[config.mk]
export PLATFORM = sky130hd
export DESIGN_NAME = fetch_decode_queue_flat
export DESIGN_NICKNAME = d
export VERILOG_FILES = /design/src/rtl/fetch_decode_queue_if.sv /design/src/rtl/fetch_decode_queue.sv /design/src/flat_wrapper.sv
export SDC_FILE = /design/constraint.sdc
export NUM_CORES = 2
export LEC_CHECK = 0
export CORE_MARGIN = 5
export CORE_UTILIZATION = 35
export DETAILED_ROUTE_END_ITERATION = 6
export GPL_TIMING_DRIVEN = 1
export PLACE_DENSITY = 0.65
export SLEW_MARGIN = 20
export SYNTH_ARGS = -nofsm -noshare
export SYNTH_HDL_FRONTEND = slang
export SYNTH_SLANG_ARGS = --single-unit
[constraint.sdc]
create_clock -name clk -period 3.5 [get_ports clk]
set_input_delay 0.35 -clock clk [delete_from_list [all_inputs] [get_ports clk]]
set_output_delay 0.35 -clock clk [all_outputs]
set_load 0.05 [all_outputs]
[src/rtl/fetch_decode_queue_if.sv]
// rtl/fetch_decode_queue_if.sv - fetch-side and decode-side handshake bundle for the instruction queue
interface fetch_decode_queue_if #(
    parameter int FETCH_WIDTH = 2,
    parameter int ISSUE_WIDTH = 2,
    parameter int DEPTH       = 8,
    parameter int XLEN        = 32
);
    localparam int CW = $clog2(DEPTH + 1);
    localparam int DW = $clog2(ISSUE_WIDTH + 1);

    logic                        flush;
    logic [FETCH_WIDTH-1:0]      in_valid;
    logic [FETCH_WIDTH*XLEN-1:0] in_instr;
    logic [FETCH_WIDTH*XLEN-1:0] in_pc;
    logic [FETCH_WIDTH-1:0]      in_is_branch;
    logic [FETCH_WIDTH-1:0]      in_pred_taken;
    logic                        in_ready;
    logic [ISSUE_WIDTH-1:0]      out_valid;
    logic [ISSUE_WIDTH*XLEN-1:0] out_instr;
    logic [ISSUE_WIDTH*XLEN-1:0] out_pc;
    logic [ISSUE_WIDTH-1:0]      out_pred_taken;
    logic [DW-1:0]               deq_count;
    logic [CW-1:0]               occupancy;

    modport slave (
        input  flush, in_valid, in_instr, in_pc, in_is_branch, in_pred_taken, deq_count,
        output in_ready, out_valid, out_instr, out_pc, out_pred_taken, occupancy
    );

    modport master (
        output flush, in_valid, in_instr, in_pc, in_is_branch, in_pred_taken, deq_count,
        input  in_ready, out_valid, out_instr, out_pc, out_pred_taken, occupancy
    );
endinterface

[src/rtl/fetch_decode_queue.sv]
// rtl/fetch_decode_queue.sv - circular fetch/decode queue with taken-branch truncation and compaction
module fetch_decode_queue #(
    parameter int FETCH_WIDTH = 2,
    parameter int ISSUE_WIDTH = 2,
    parameter int DEPTH       = 8,
    parameter int XLEN        = 32
) (
    input  logic                  clk,
    input  logic                  rstn,
    fetch_decode_queue_if.slave   q
);
    localparam int PW = $clog2(DEPTH);
    localparam int CW = $clog2(DEPTH + 1);

    logic [XLEN-1:0]        mem_instr [DEPTH];
    logic [XLEN-1:0]        mem_pc    [DEPTH];
    logic [DEPTH-1:0]       mem_pt;

    logic [PW-1:0]          head;
    logic [PW-1:0]          tail;
    logic [CW-1:0]          count;

    logic [FETCH_WIDTH-1:0] keep;
    logic [FETCH_WIDTH-1:0] keep_pt;
    logic [PW-1:0]          slot_off [FETCH_WIDTH];
    logic                   killed;
    logic [CW-1:0]          enq_cnt;
    logic [CW-1:0]          deq_req;
    logic [CW-1:0]          deq_cnt;
    logic [CW-1:0]          count_next;
    logic                   in_ready_c;
    logic                   accept;
    logic [PW-1:0]          rd_idx [ISSUE_WIDTH];

    // Survivors stop at the first predicted-taken branch; each keeps its
    // compacted offset from tail so invalid gaps never occupy storage.
    always_comb begin
        killed  = 1'b0;
        enq_cnt = '0;
        keep    = '0;
        keep_pt = '0;
        for (int i = 0; i < FETCH_WIDTH; i++) begin
            slot_off[i] = enq_cnt[PW-1:0];
            keep[i]     = q.in_valid[i] && !killed;
            keep_pt[i]  = q.in_is_branch[i] && q.in_pred_taken[i];
            if (keep[i]) begin
                enq_cnt = enq_cnt + 1'b1;
                if (keep_pt[i]) begin
                    killed = 1'b1;
                end
            end
        end
    end

    // Readiness looks only at registered occupancy so fetch never sees a
    // path through decode's same-cycle consumption.
    always_comb begin
        in_ready_c = ((CW'(DEPTH) - count) >= CW'(FETCH_WIDTH)) && !q.flush;
        accept     = in_ready_c && (|keep);
        deq_req    = CW'(q.deq_count);
        deq_cnt    = (deq_req > count) ? count : deq_req;
        count_next = count - deq_cnt + (accept ? enq_cnt : '0);
    end

    always_ff @(posedge clk or negedge rstn) begin
        if (!rstn) begin
            head   <= '0;
            tail   <= '0;
            count  <= '0;
            mem_pt <= '0;
            for (int j = 0; j < DEPTH; j++) begin
                mem_instr[j] <= '0;
                mem_pc[j]    <= '0;
            end
        end else if (q.flush) begin
            head  <= '0;
            tail  <= '0;
            count <= '0;
        end else begin
            head  <= head + deq_cnt[PW-1:0];
            count <= count_next;
            if (accept) begin
                tail <= tail + enq_cnt[PW-1:0];
                for (int i = 0; i < FETCH_WIDTH; i++) begin
                    if (keep[i]) begin
                        mem_instr[tail + slot_off[i]] <= q.in_instr[i*XLEN +: XLEN];
                        mem_pc[tail + slot_off[i]]    <= q.in_pc[i*XLEN +: XLEN];
                        mem_pt[tail + slot_off[i]]    <= keep_pt[i];
                    end
                end
            end
        end
    end

    // Head window is a direct read of storage; empty slots are forced to zero.
    always_comb begin
        q.out_valid      = '0;
        q.out_instr      = '0;
        q.out_pc         = '0;
        q.out_pred_taken = '0;
        for (int i = 0; i < ISSUE_WIDTH; i++) begin
            rd_idx[i] = head + PW'(i);
            if (count > CW'(i)) begin
                q.out_valid[i]               = 1'b1;
                q.out_instr[i*XLEN +: XLEN]  = mem_instr[rd_idx[i]];
                q.out_pc[i*XLEN +: XLEN]     = mem_pc[rd_idx[i]];
                q.out_pred_taken[i]          = mem_pt[rd_idx[i]];
            end
        end
    end

    assign q.in_ready  = in_ready_c;
    assign q.occupancy = count;

endmodule

[src/flat_wrapper.sv]
// flat-port wrapper written by rule: the top's interface ports become plain ports
module fetch_decode_queue_flat 
#(
    parameter int FETCH_WIDTH = 2,
    parameter int ISSUE_WIDTH = 2,
    parameter int DEPTH       = 8,
    parameter int XLEN        = 32
)
  (clk, rstn, q_flush, q_in_valid, q_in_instr, q_in_pc, q_in_is_branch, q_in_pred_taken, q_deq_count, q_in_ready, q_out_valid, q_out_instr, q_out_pc, q_out_pred_taken, q_occupancy);
  fetch_decode_queue_if #(.FETCH_WIDTH(FETCH_WIDTH), .ISSUE_WIDTH(ISSUE_WIDTH), .DEPTH(DEPTH), .XLEN(XLEN)) q_i ();
  input  logic clk;
  input  logic rstn;
  input wire logic [$bits(q_i.flush)-1:0] q_flush;
  input wire logic [$bits(q_i.in_valid)-1:0] q_in_valid;
  input wire logic [$bits(q_i.in_instr)-1:0] q_in_instr;
  input wire logic [$bits(q_i.in_pc)-1:0] q_in_pc;
  input wire logic [$bits(q_i.in_is_branch)-1:0] q_in_is_branch;
  input wire logic [$bits(q_i.in_pred_taken)-1:0] q_in_pred_taken;
  input wire logic [$bits(q_i.deq_count)-1:0] q_deq_count;
  output wire logic [$bits(q_i.in_ready)-1:0] q_in_ready;
  output wire logic [$bits(q_i.out_valid)-1:0] q_out_valid;
  output wire logic [$bits(q_i.out_instr)-1:0] q_out_instr;
  output wire logic [$bits(q_i.out_pc)-1:0] q_out_pc;
  output wire logic [$bits(q_i.out_pred_taken)-1:0] q_out_pred_taken;
  output wire logic [$bits(q_i.occupancy)-1:0] q_occupancy;
  assign q_i.flush = q_flush;
  assign q_i.in_valid = q_in_valid;
  assign q_i.in_instr = q_in_instr;
  assign q_i.in_pc = q_in_pc;
  assign q_i.in_is_branch = q_in_is_branch;
  assign q_i.in_pred_taken = q_in_pred_taken;
  assign q_i.deq_count = q_deq_count;
  assign q_in_ready = q_i.in_ready;
  assign q_out_valid = q_i.out_valid;
  assign q_out_instr = q_i.out_instr;
  assign q_out_pc = q_i.out_pc;
  assign q_out_pred_taken = q_i.out_pred_taken;
  assign q_occupancy = q_i.occupancy;
  fetch_decode_queue #(.FETCH_WIDTH(FETCH_WIDTH), .ISSUE_WIDTH(ISSUE_WIDTH), .DEPTH(DEPTH), .XLEN(XLEN)) u_core (.clk(clk), .rstn(rstn), .q(q_i));
endmodule
======== Yosys cells after proc, flatten, opt, wreduce, memory -nomap -nowiden ========
Cells that the tools add are included.
cells by class
  divide/modulo/power cells ............... 0
  multiplexer cells ....................... 60
  eq/ne operators ......................... 0
  reductions and logical operators ........ 14
  $lt $le $gt $ge ......................... 16
  bitwise logic cells ..................... 5
  $mul .................................... 0
  add/subtract/negate cells ............... 8
  shifts and indexed selects .............. 0
operators with widths
  operator                                             count
  two-way mux 256 bit                                  8
  bitwise mux 256 bit                                  4
  two-way mux 32 bit                                   14
  binary-select mux 32 bit (select 3 bit)              4
  demux 32 bit (select 3 bit)                          2
  two-way mux 8 bit                                    4
  bitwise mux 8 bit                                    2
  >= comparator 4 bit, second input constant           4
  < comparator 3 x 4 -> 1 bit, second input constant   4
  two-way mux 4 bit                                    4
  inverter 3 -> 4 bit                                  4
  two-way mux 1 bit                                    11
  adder 3 bit                                          3
  logical AND 1 bit                                    9
  two-way mux 3 bit                                    3
  > comparator 4 x 1 -> 1 bit, second input constant   2
  < comparator 4 x 1 -> 1 bit, second input constant   2
  binary-select mux 1 bit (select 3 bit)               2
  demux 1 bit (select 3 bit)                           2
  >= comparator 3 x 1 -> 1 bit, second input constant  2
  adder 4 bit                                          1
  >= comparator 4 x 2 -> 1 bit, second input constant  1
  > comparator 2 x 4 -> 1 bit                          1
  subtractor 4 bit                                     1
  other kinds (8)                                      9
storage, ports and cells
  register bits after elaboration ......... 530
  bits in read-only memories .............. 0
  logic and storage cells ................. 123
  input port bits ......................... 139
  output and inout port bits .............. 137
  RAM bits ................................ 0
  memories kept ........................... 0
  latch bits .............................. 0

======== Logic depth before layout (Yosys ltp) ========
  depth after elaboration ................. 11
  mapped depth ............................ 14
  gate-level depth less buffers ........... 13

======== Least setup slack after synthesis ========
Ideal clock, no wire load.
  path kind ............................... reg2reg
  start point ............................. register u_core.count[1], in the netlist u_core.q.occupancy[1]
  end point ............................... register u_core.count[3], in the netlist u_core.q.occupancy[3]
  period minus slack after synthesis ...... 3.519 ns
  stages on the path, launching flop included .. 15
  data required time ...................... 3.369 ns
  setup time .............................. 0.131 ns
  path buffers ............................ 2
  arrival ................................. 3.389 ns
  slack ................................... -0.019 ns
  cell sequence ........................... dfrtp_1 inv_1 ha_1 a211oi_1 a41oi_2 buf_2 buf_2 nand2_1 fa_1 inv_1 ha_1 a21o_1 a21oi_1 xnor2_1 nor2_1
between the ends
  word-level cells in the longest chain between the ends .. 7
  elaborated cells between the ends (all ways) .. 10
  those cells by class .................... 3 x add/sub; 2 x order compare; 3 x mux; 2 x reduce/logical
RTL lines
  what                          RTL line                  source
  start: declaration            fetch_decode_queue.sv:21  logic [CW-1:0] count;
  start signal: assignment      fetch_decode_queue.sv:81  count <= count_next;
  subtractor 4 bit              fetch_decode_queue.sv:58  in_ready_c = ((CW'(DEPTH) - count) >= CW'(FETCH_WIDTH)) && !q.flush;
  >= comparator 4 x 2 -> 1 bit  fetch_decode_queue.sv:58
  logical AND 1 bit             fetch_decode_queue.sv:58
  logical AND 1 bit             fetch_decode_queue.sv:59  accept = in_ready_c && (|keep);
  two-way mux 4 bit             fetch_decode_queue.sv:62  count_next = count - deq_cnt + (accept ? enq_cnt : '0);
  adder 4 bit (*)               fetch_decode_queue.sv:62
  two-way mux 4 bit (*)         fetch_decode_queue.sv:75  end else if (q.flush) begin
Mark *: on every way between the ends. The rest lies on a longest branch, timed or not.
A chain may end at the register's enable or synchronous reset.

======== Worst setup path after layout ========
  start point ............................. register u_core.count[2], in the netlist u_core.q.occupancy[2]
  end point ............................... output q_out_pc[37]
between the ends
  word-level cells in the longest chain between the ends .. 2
RTL lines
  what                         RTL line                   source
  > comparator 4 x 1 -> 1 bit  fetch_decode_queue.sv:103  if (count > CW'(i)) begin
  two-way mux 32 bit           fetch_decode_queue.sv:103
  end: declaration             flat_wrapper.sv:23         output wire logic [$bits(q_i.out_pc)-1:0] q_out_pc;
Every way passes these cells.

==> metrics.txt <==
status=finished, final reports clean; via/cell ratio=6.70; # H-tree levels=2; Die X=325 um; gr ovfl total=0; core footprint=98600 um^2; Clock Skews=0.0320 ns; Cells after Synth=2751; Initial Util=0.353; Synth Area in Simple Gates=0.0315; P_int=26.6 mW; Worst Tran Pin Value=1.26 ns; unrepaired setup endpoints after global routing=true; Die Ht=325 um; R2R Path Start=u_core.q.occupancy[1]$_DFF_PN0_; Clk pwr share=0.131; Synth async-reset ratio=1.00; placed cell areas=38900 um^2; io pins=276; worst min path class=in2async; final layout net count=2936; sequential share of the synthesized area=0.381; pwr dens=1220 nW/um^2; syn_area_per_cell=12.7 um^2; clk sinks=530; vias in the first global route=28100; Finish-stage setup viols=0; CTS Root Cell=clkbuf_16; Antenna Nets Post-Route=0; Main synth FF type=dfrtp_1; minimum clock period=3.42 ns; Max IR drop VDD=0.825 mV; Post-synth EDFFs=0; WHS=0.384 ns; final slew viol count=0; yosys warns=0; Mapped Area=34800 um^2; max cap viols=0; slowest cell delay on critical path=0.48 ns; most common cell after layout, fill and taps aside=dfrtp_1; most frequent CP cell=buf_12; relative slew slack=0.160; Cell variety after synth=49; Crit Path Class=reg2out; DRT Wirelength=129 mm; Clock Tree Buf Depth=3; total number of vias=27600; clock latency on the worst-skew pair=0.64 ns; flops & latches, synth=530; first-pass GRT wire length=192 mm; Worst Path Required=3.15 ns; port bufs=275; CTS buffer count=59; post-route cell area=41100 um^2; die area=106000 um^2; antenna violations before repair=22; placed cells=3992; row count=115; Synth Area in XOR/XNOR=0.00302; Syn-to-layout area delta=17.9%; mux cell area share after synthesis=0.187; HPWL Detailed=75.6 mm; Arr. time, crit path=3.07 ns; largest family of logic cells by synthesized area=compound AO/OA/AOI/OAI gates; switching pwr=23.7 mW; DRC viols=0; CP cell instances=inv_1 > ha_2 > nand2b_1 > a22o_4 > buf_12 > a21oi_1 > buf_12; 1st-pass router iterations=6; largest net degree at the start of global routing=165; Final Non-Filler Cells=4120; TritonCTS clock tree=built; GRT Overall Usage=0.234; switching share of total power=0.471; crit start category=flop; share of layout cells above drive strength 1=0.373; fin util=0.417; crit path max fanout=23; Iter 0 DRT Violations=2992; final hold violations=0; Syn Nets=2911; slowest CP cell=dfrtp_1; Gate power share=0.637; Critical path origin=u_core.q.occupancy[2]$_DFF_PN0_; clock slew at reported path FFs=0.06 ns; fin crit share=0.977; Seq pwr share=0.232; Setup crit end kind=primary output; gpl congestion=0.833; commonest non-fill, non-tap cells in the layout=526 x dfrtp_1, 500 x o22ai_1, 412 x a2bb2oi_2; leakage power=15.7 nW; Fmax achieved=0.292 GHz; WL/cell=31.3 um; Synth Area in Compound Gates=0.322; total power=50.3 mW; Synth Area in Adders=0.00840
## layer usage
metal / vias to the layer above / share of wire / GRT usage
li1: 11100 / - / -
met1: 14600 / 0.40 / 0.309
met2: 1542 / 0.48 / 0.376
met3: 280 / 0.096 / 0.0593
met4: 10 / 0.033 / 0.0822
met5: - / 0.00053 / 0
## stage by stage
stage,setup TNS [ns],setup slack (ns)
after global routing,-0.0904,-0.0367
after global placement,0,0.148
final,0,0.0798
after detailed placement,0,0.135
after floorplan,0,0.0160
after CTS,0,0.000600
## sequential cells by signal (all words and copies together), names as in the netlist
signal / cells
u_core.head: 3
u_core.mem_instr: 256
u_core.mem_pc: 256
u_core.mem_pt: 8
u_core.q.occupancy: 4
u_core.tail: 3
## final cells by class
cell class / count / area, um^2
Fill cell: 8997 / 57500
Antenna cell: 12 / 30.0
Multi-Input combinational cell: 1748 / 19400
Timing Repair Buffer: 415 / 4700
Tap cell: 1287 / 1610
Clock inverter: 25 / 323
Sequential cell: 530 / 13300
Clock buffer: 81 / 1680
Inverter: 22 / 82.6
## synth_stat cells, drive strengths merged, types with 7 or more instances
master,count,area (um^2)
nand2,146,548
a21oi,74,400
nor2b,8,50.1
o22a,8,70.1
buf,286,1640
a2bb2oi,512,7060
dfrtp,530,13300
nor2,70,263
clkbuf,166,623
nand4,9,56.3
o41ai,7,193
mux2i,66,661
o22ai,520,3380
inv,22,82.6
mux4,260,5860
ha,17,213
## timing repair
item,in CTS,in global routing
pin swaps,2,0
endpoints found under the setup margin,88,17
gates resized for setup,36,15
buffers inserted,5,3
cloned,1,0
hold buffers,1,0
hold endpoints to repair,84,0
## worst max-delay path: cells and delay by family (launching register included)
family                   cells  cell delay, ns
AND/OR/NAND/NOR              1            0.12
AO/OA/AOI/OAI                2            0.85
buffers and inverters        3            0.58
flip-flops                   1            0.48
adder cells (fa/ha/maj)      1            0.37
## power groups by stage
stage	logic, mW	clock network [mW]	registers (mW)
final	32.0	6.58	11.7
after global routing	33.5	6.89	11.9
after CTS	31.9	6.66	11.5
after detailed placement	32.0	0	11.6
after global placement	31.7	0	11.5
after floorplan	22.3	0	10.8
## final timing paths
| kind | endpoint | slack, ns | cells after the start |
|---|---|---|---|
| max | q_out_pc[37] | 0.08 | 7 |
| min | u_core.mem_pc[230]$_DFFE_PN0P_ | 0.38 | 2 |
| max reg2reg | u_core.mem_pc[150]$_DFFE_PN0P_ | 0.24 | 8 |
| min reg2reg | u_core.mem_instr[180]$_DFFE_PN0P_ | 0.54 | 1 |
| max in group asynchronous | u_core.mem_pc[158]$_DFFE_PN0P_ | 2.03 | 3 |
| min in group clk | u_core.mem_instr[180]$_DFFE_PN0P_ | 0.54 | 1 |
## logic make-up after synthesis
group,Yosys count
buffers and inverters,474
xor gates and xnor gates,9
AOI/OAI and AO/OA,1135
DFF,530
muxes,326
and+or+nand+nor,256
adders and majority gates,21
No activity file was read; power rests on OpenSTA's default activity.
